[src/rtl/shift_reg_ctrl.sv]
// shift_reg_ctrl: command sequencer for a 4-bit universal shift register.
// It accepts LOAD/SHR/SHL/ROTR commands and drives the register mode, data and serial input.
// It reports BUSY while a command runs and pulses DONE for one cycle when a command completes.
module shift_reg_ctrl #(
    parameter int unsigned CNT_W = 3
) (
    input  logic             i_clk,
    input  logic             i_clr,
    input  logic             i_cmd_valid,
    output logic             o_cmd_ready,
    input  logic [1:0]       i_cmd_op,
    input  logic [CNT_W-1:0] i_cmd_cnt,
    input  logic [3:0]       i_cmd_data,
    input  logic             i_ser_in,
    input  logic             i_abort,
    input  logic [3:0]       i_sr_q,
    output logic [1:0]       o_sr_s,
    output logic [3:0]       o_sr_d,
    output logic             o_sr_ser,
    output logic             o_busy,
    output logic             o_done
);

    localparam logic [1:0] OP_LOAD   = 2'b00;
    localparam logic [1:0] OP_SHR    = 2'b01;
    localparam logic [1:0] OP_SHL    = 2'b10;
    localparam logic [1:0] OP_ROTR   = 2'b11;

    localparam logic [1:0] MODE_LOAD = 2'b00;
    localparam logic [1:0] MODE_SHR  = 2'b01;
    localparam logic [1:0] MODE_HOLD = 2'b11;

    typedef enum logic [1:0] {
        ST_IDLE = 2'b00,
        ST_RUN  = 2'b01,
        ST_FIN  = 2'b10
    } state_t;

    state_t           r_state;
    logic [CNT_W-1:0] r_cnt;
    logic [1:0]       r_op;
    logic [3:0]       r_data;
    logic             r_cmd_ready;
    logic [1:0]       r_sr_s;
    logic [3:0]       r_sr_d;
    logic             r_busy;
    logic             r_done;
    logic             w_sr_ser;
    logic             w_unused_q;

    // Controller FSM; the output registers are loaded with the values that belong to the next state.
    always_ff @(posedge i_clk or posedge i_clr) begin
        if (i_clr) begin
            r_state     <= ST_IDLE;
            r_cnt       <= '0;
            r_op        <= '0;
            r_data      <= '0;
            r_cmd_ready <= 1'b1;
            r_sr_s      <= MODE_HOLD;
            r_sr_d      <= '0;
            r_busy      <= 1'b0;
            r_done      <= 1'b0;
        end else begin
            case (r_state)
                ST_IDLE: begin
                    if (i_cmd_valid) begin
                        r_op        <= i_cmd_op;
                        r_data      <= i_cmd_data;
                        r_cmd_ready <= 1'b0;
                        r_busy      <= 1'b1;
                        if (i_cmd_op == OP_LOAD) begin
                            // A LOAD always runs for exactly one cycle.
                            r_cnt   <= CNT_W'(1);
                            r_state <= ST_RUN;
                            r_sr_s  <= MODE_LOAD;
                            r_sr_d  <= i_cmd_data;
                        end else if (i_cmd_cnt != '0) begin
                            r_cnt   <= i_cmd_cnt;
                            r_state <= ST_RUN;
                            // Rotate uses the shift-right path, with Q[0] fed back as the serial bit.
                            r_sr_s  <= (i_cmd_op == OP_ROTR) ? MODE_SHR : i_cmd_op;
                        end else begin
                            // A zero-length shift completes without touching the register.
                            r_cnt   <= '0;
                            r_state <= ST_FIN;
                            r_done  <= 1'b1;
                        end
                    end
                end
                ST_RUN: begin
                    if (i_abort) begin
                        r_cnt       <= '0;
                        r_state     <= ST_IDLE;
                        r_cmd_ready <= 1'b1;
                        r_sr_s      <= MODE_HOLD;
                        r_sr_d      <= '0;
                        r_busy      <= 1'b0;
                        r_done      <= 1'b0;
                    end else begin
                        r_cnt <= r_cnt - CNT_W'(1);
                        if (r_cnt == CNT_W'(1)) begin
                            r_state <= ST_FIN;
                            r_sr_s  <= MODE_HOLD;
                            r_sr_d  <= '0;
                            r_done  <= 1'b1;
                        end
                    end
                end
                ST_FIN: begin
                    r_state     <= ST_IDLE;
                    r_cmd_ready <= 1'b1;
                    r_busy      <= 1'b0;
                    r_done      <= 1'b0;
                end
                default: begin
                    r_state     <= ST_IDLE;
                    r_cnt       <= '0;
                    r_cmd_ready <= 1'b1;
                    r_sr_s      <= MODE_HOLD;
                    r_sr_d      <= '0;
                    r_busy      <= 1'b0;
                    r_done      <= 1'b0;
                end
            endcase
        end
    end

    // Serial bit passes straight through while shifting: live SER_IN, or Q[0] for a rotate.
    always_comb begin
        w_sr_ser = 1'b0;
        if (r_state == ST_RUN) begin
            case (r_op)
                OP_SHR, OP_SHL: w_sr_ser = i_ser_in;
                OP_ROTR:        w_sr_ser = i_sr_q[0];
                default:        w_sr_ser = 1'b0;
            endcase
        end
    end

    // Only Q[0] is needed, for the rotate feedback.
    assign w_unused_q  = ^i_sr_q[3:1];

    assign o_cmd_ready = r_cmd_ready;
    assign o_sr_s      = r_sr_s;
    assign o_sr_d      = r_sr_d;
    assign o_sr_ser    = w_sr_ser;
    assign o_busy      = r_busy;
    assign o_done      = r_done;

endmodule

[config.mk]
export PLATFORM = sky130hd
export DESIGN_NAME = shift_reg_ctrl
export DESIGN_NICKNAME = d
export VERILOG_FILES = /design/src/rtl/shift_reg_ctrl.sv
export SDC_FILE = /design/constraint.sdc
export NUM_CORES = 1
export LEC_CHECK = 0
export ABC_AREA = 0
export CAP_MARGIN = 5
export CORE_UTILIZATION = 41
export CTS_CLUSTER_SIZE = 40
export DETAILED_ROUTE_END_ITERATION = 7
export MAX_ROUTING_LAYER = met4
export PLACE_DENSITY = 0.71
export SLEW_MARGIN = 20
export SYNTH_ARGS = -nofsm -noshare
export SYNTH_HDL_FRONTEND = slang
export SYNTH_SLANG_ARGS = --single-unit
[constraint.sdc]
create_clock -name i_clk -period 1.3 [get_ports i_clk]
set_input_delay 0.195 -clock i_clk [delete_from_list [all_inputs] [get_ports i_clk]]
set_output_delay 0.195 -clock i_clk [all_outputs]
set_load 0.03 [all_outputs]
* Word-level counts from Yosys, hierarchy flattened
Cells that the tools add are included.
Word-level totals: bits in registers 16, bits in latches 0, RAM bits 0, memory bits (read-only) 0, input port bits 18, output and inout bits 10, logic and storage cells 72, memories 0
Operators by class: $add $sub $neg 1, multiply operators 0, div/mod/pow operators 0, magnitude comparators 0, equal/unequal tests 14, shift operators 0, mux-type cells 37, bitwise logic cells 1, reductions and logical operators 11
Operators with widths (number):
- 2-to-1 mux 2 bit | 11
- 2-to-1 mux 4 bit | 4
- 2-to-1 mux 3 bit | 4
- one-hot mux 4 bit (3 select lines) | 1
- AND reduction 4 bit | 3
- 2-to-1 mux 1 bit | 10
- != test 2 bit, second input constant | 5
- one-hot mux 3 bit (3 select lines) | 1
- == test 2 bit, second input constant | 4
- one-hot mux 1 bit (2 select lines) | 4
- AND reduction 2 bit | 4
- != test 3 bit, second input constant | 2
- one-hot mux 2 bit (3 select lines) | 1
- == test 2 x 1 -> 1 bit, second input constant | 2
- zero test 2 bit | 2
- one-hot mux 2 bit (2 select lines) | 1
- == test 3 x 1 -> 1 bit, second input constant | 1
- nonzero test 3 bit | 1
- subtractor 3 x 1 -> 3 bit, second input constant | 1
- OR reduction 2 bit | 1
- NOT 1 bit | 1

* Logic depth before layout (Yosys ltp)
depth in word-level cells 6, depth in mapped cells 5, depth with buffers taken out 5

* Worst setup path before layout
OpenSTA, ideal clock, no wires.
path type flip-flop to output port, start register r_op[0], end output port o_sr_ser, arrival time 1357 ps, data required time 1105 ps, setup slack -252 ps, cell stages (with the launch flop) 5, path buffers 0, cell sequence dfrtp_1 inv_1 ha_1 a22oi_1 nor3_1
Between the ends: longest elaborated chain between the ends 4, elaborated cells on any way between the ends 6, classes of those cells 3 x eq/ne; 2 x mux; 1 x reduce/logical
RTL lines:
- start, declared | RTL line 41 | logic [1:0] r_op;
- start signal, assigned | RTL line 67 | r_op <= i_cmd_op;
- == test 2 x 1 -> 1 bit or == test 2 bit (tied branches) | RTL line 132 | case (r_op)
- OR reduction 2 bit | RTL line 132
- one-hot mux 1 bit (2 select lines) * | RTL line 132
- 2-to-1 mux 1 bit * | RTL line 131 | if (r_state == ST_RUN) begin
- end, declared | RTL line 19 | output logic o_sr_ser,
Mark *: on every way between the ends. The rest lies on a longest branch, timed or not.

* Worst setup path in the final report
start register r_state[1], end output port o_sr_ser
Between the ends: longest elaborated chain between the ends 2
RTL lines:
- start, declared | RTL line 39 | state_t r_state;
- start signal, assigned | RTL line 54 | r_state <= ST_IDLE;
- start signal, assigned | RTL line 74 | r_state <= ST_RUN;
- start signal, assigned | RTL line 79 | r_state <= ST_RUN;
- == test 2 x 1 -> 1 bit | RTL line 131
- 2-to-1 mux 1 bit | RTL line 131
No other way between the ends.

==> impl_metrics.py <==
metrics = {
    "placement": {
        "dp_hpwl_mm": 1.77,
        "port_buffers": 24,
        "place_ws_ns": -0.355,
        "gp_congestion": 0.797,
    },
    "detailed_routing": {
        "dr.max_layer_used": "met4",
        "wl_per_cell_um": 14.5,
        "drt_pass1_iterations": 4,
        "wl_met2_mm": 1.26,
        "drc_errors": 0,
        "final_antenna_net_count": 0,
        "drt-initial-drc-count": 17,
        "drt-met1-wl_mm": 1.23,
        "viasPerCell": 5.28,
        "wl_mm": 2.65,
        "vias": 967,
        "wl_met3_um": 111,
    },
    "setup_path": {
        "worstPathRequired_ns": 1.11,
        "cp_cell_sequence": "nand2b_1, buf_4, nor3_2, buf_4",
        "path_buf_inv": 2,
        "start_kind": "register",
        "cp.arrival_ns": 1.40,
        "cpLargestDelayFamily": "flip-flops",
        "cp_common_cell": "buf_4",
        "cp-end-kind": "output port",
        "crit_type": "register to output port",
        "slowest_delay_ns": 0.41,
        "slowest_stage": "dfrtp_1",
        "crit_fanout": 3,
    },
    "synthesis": {
        "yosys.area.top_type": "dfrtp_1",
        "synth.top_cells.by_area": "dfrtp_1 34%, dfstp_2 8.2%, ha_1 5.2%, inv_1 5.1%, nand3b_1 3.9%",
        "synthCells": 98,
        "ys_types": 39,
        "synth.yosys.seq_area_share_pct": 42.1,
        "ys_warn_count": 0,
        "synth_nets": 120,
        "yosys.area.top_type_share_pct": 33.9,
        "synth-seq-cells": 16,
        "syn_avg_cell_area_sq_um": 9.81,
        "synth.cell_area_sq_um": 961,
    },
    "cts": {
        "cts_tree": "built",
        "htree_levels": 1,
        "clk_latency_ns": 0.30,
        "path_clk_slew_ns": 0.10,
        "clock_sinks": 16,
        "cts_buffers": 3,
        "cts-hold-fix-buffers": 0,
        "root_buffer": "clkbuf_4",
        "ctsLongestPathBuffers": 2,
    },
    "sta": {
        "slew_headroom_pct": 69.2,
        "tightest_slew_ns": 0.460,
        "whs_ns": 0.182,
        "drv_slew": 0,
        "skew_ns": 0.00448,
        "finalCritPeriodShare_pct": 123,
        "rsz0062_at_grt": "yes",
        "setup_ws_ns": -0.298,
        "max_freq_mhz": 626,
        "finalHoldViolations": 0,
        "setup_tns_ns": -0.887,
        "setup_viol": 12,
        "period_needed_ns": 1.60,
    },
    "outcome": {
        "failed_checks": "setup timing",
        "status": "finished, violations left",
    },
    "final_layout": {
        "syn2layout_area_growth_pct": 72.0,
        "fillCellCount": 136,
        "antenna_cells": 0,
        "final_common_cell": "buf_4",
        "layout.nets": 178,
        "final_layout_size_suffix_gt1_share_pct": 47.7,
        "utilization_pct": 74.7,
        "most-common-layout-cells": "30 x buf_4, 14 x clkdlybuf4s50_1, 12 x dfrtp_1, 10 x inv_1, 8 x buf_6",
    },
    "global_route": {
        "grt_pass1_wl_mm": 3.98,
        "grt_overflow": 0,
        "antenna_found_initial": 0,
        "grt_max_degree": 17,
        "grt_pass1_vias": 907,
        "grtUsageTotal_pct": 22.1,
    },
    "floorplanning": {
        "die-area_sq_um": 2540,
        "fp.dieW_um": 50.4,
        "core_area_sq_um": 2210,
        "initial_core_util_pct": 43.4,
        "die_h_um": 50.4,
        "fp-row-count": 17,
        "ioPinCount": 28,
    },
    "power": {
        "vdd_drop_max_uv": 1500,
        "p_seq_share_pct": 25.9,
        "p_leak_nw": 0.741,
        "p_sw_mw": 1.53,
        "clkPwrFrac_pct": 9.4,
        "p_per_area_nw_per_um2": 2220,
        "internal-power_mw": 2.14,
        "power_frac_comb_pct": 64.7,
        "p_sw_share_pct": 41.8,
    },
    "flow_run": {
        "maxCapViolations": 0,
    },
    "min_path": {
        "holdCritPathClass": "input port to asynchronous set/reset pin",
    },
}
-- per-stage QoR --
step                cell area [sq um]  std cells  total power [mW]
floorplan                         966         98              1.99
global placement                 1390        170              2.71
detailed placement               1390        170              2.77
CTS                              1510        179              3.25
global route                     1650        183              3.89
finish                           1650        183              3.67
-- final cells by class --
cell class / instances / area [sq um] / share of cell area, %
sequential: 16 / 405 / 24.5
tap: 28 / 35.0 / 2.12
multi-input combinational: 64 / 614 / 37.2
timing repair buffer: 58 / 513 / 31.0
clock buffer: 4 / 36.3 / 2.20
inverter: 13 / 48.8 / 2.95
-- worst min-delay path: cells and delay by family --
kind / cells / cell delay, ns
buf+inv: 3 / 0.66
-- flip-flops by register name (all words and copies together) (netlist names) --
name	cells
o_done	1
r_op	2
r_cnt	3
o_cmd_ready	1
r_state	2
o_busy	1
o_sr_d	4
o_sr_s	2
-- power groups by stage --
stage / sequential, mW / clock, mW / combinational (mW)
detailed placement: 0.944 / 0 / 1.82
global placement: 0.938 / 0 / 1.77
CTS: 0.939 / 0.350 / 1.96
finish: 0.952 / 0.344 / 2.37
global route: 0.983 / 0.374 / 2.54
floorplan: 1.18 / 0 / 0.816
-- kinds of logic after synthesis --
logic type	after synthesis	share of synthesized area [%]
compound gates	26	20.3
fa+ha+maj	4	5.21
mux	2	2.73
flops	16	42.1
simple gates	32	21.7
buf+inv	18	7.94
-- layer usage --
layer  vias to the layer above  GRT usage, %
met3                         5          3.94
met4                         0          9.72
met2                        20          34.7
met1                       469          27.7
met5                         -             -
li1                        473             -
-- cells in the mapped netlist --
library cell / instances
a221oi_1: 1
or2_2: 1
nand3_1: 5
clkbuf_1: 3
a32oi_1: 2
a22oi_1: 1
nor3_1: 2
o21bai_1: 1
or3b_1: 1
o32a_1: 1
o21ai_0: 1
o211ai_1: 4
nand2b_1: 2
o21a_1: 1
or3b_4: 1
buf_6: 1
dfstp_2: 3
and4_1: 2
a211oi_1: 3
nand2_1: 2
mux2_4: 1
nor2_1: 3
and2b_1: 1
inv_1: 13
nor4b_2: 1
and3_1: 1
o22ai_1: 3
mux2_2: 1
dfrtp_1: 13
o2bb2ai_1: 1
o32ai_1: 2
o31a_1: 1
ha_1: 4
a21oi_1: 3
o21ba_2: 1
buf_2: 1
nor2b_1: 4
nand3b_1: 5
nor3b_1: 1
-- what timing repair did --
action | in CTS | in global routing
buffers inserted | 5 | 6
endpoints found under the setup margin | 17 | 18
resized for setup | 21 | 27
pin swaps | 7 | 12
-- worst paths after layout --
kind | to | slack [ns] | from | cells past startpoint
setup / recovery | o_sr_ser | -0.30 | r_state[1] | 4
hold / removal | o_sr_d[2] | 0.18 | i_clr | 3
setup reg to reg | r_op[1] | -0.13 | r_state[0] | 3
hold reg to reg | o_sr_s[0] | 0.50 | o_sr_s[0] | 2
max in group asynchronous | o_sr_s[0] | 0.87 | i_clr | 3
min in group i_clk | o_sr_d[1] | 0.49 | i_cmd_data[1] | 3
No activity file was read; power rests on OpenSTA's default activity.
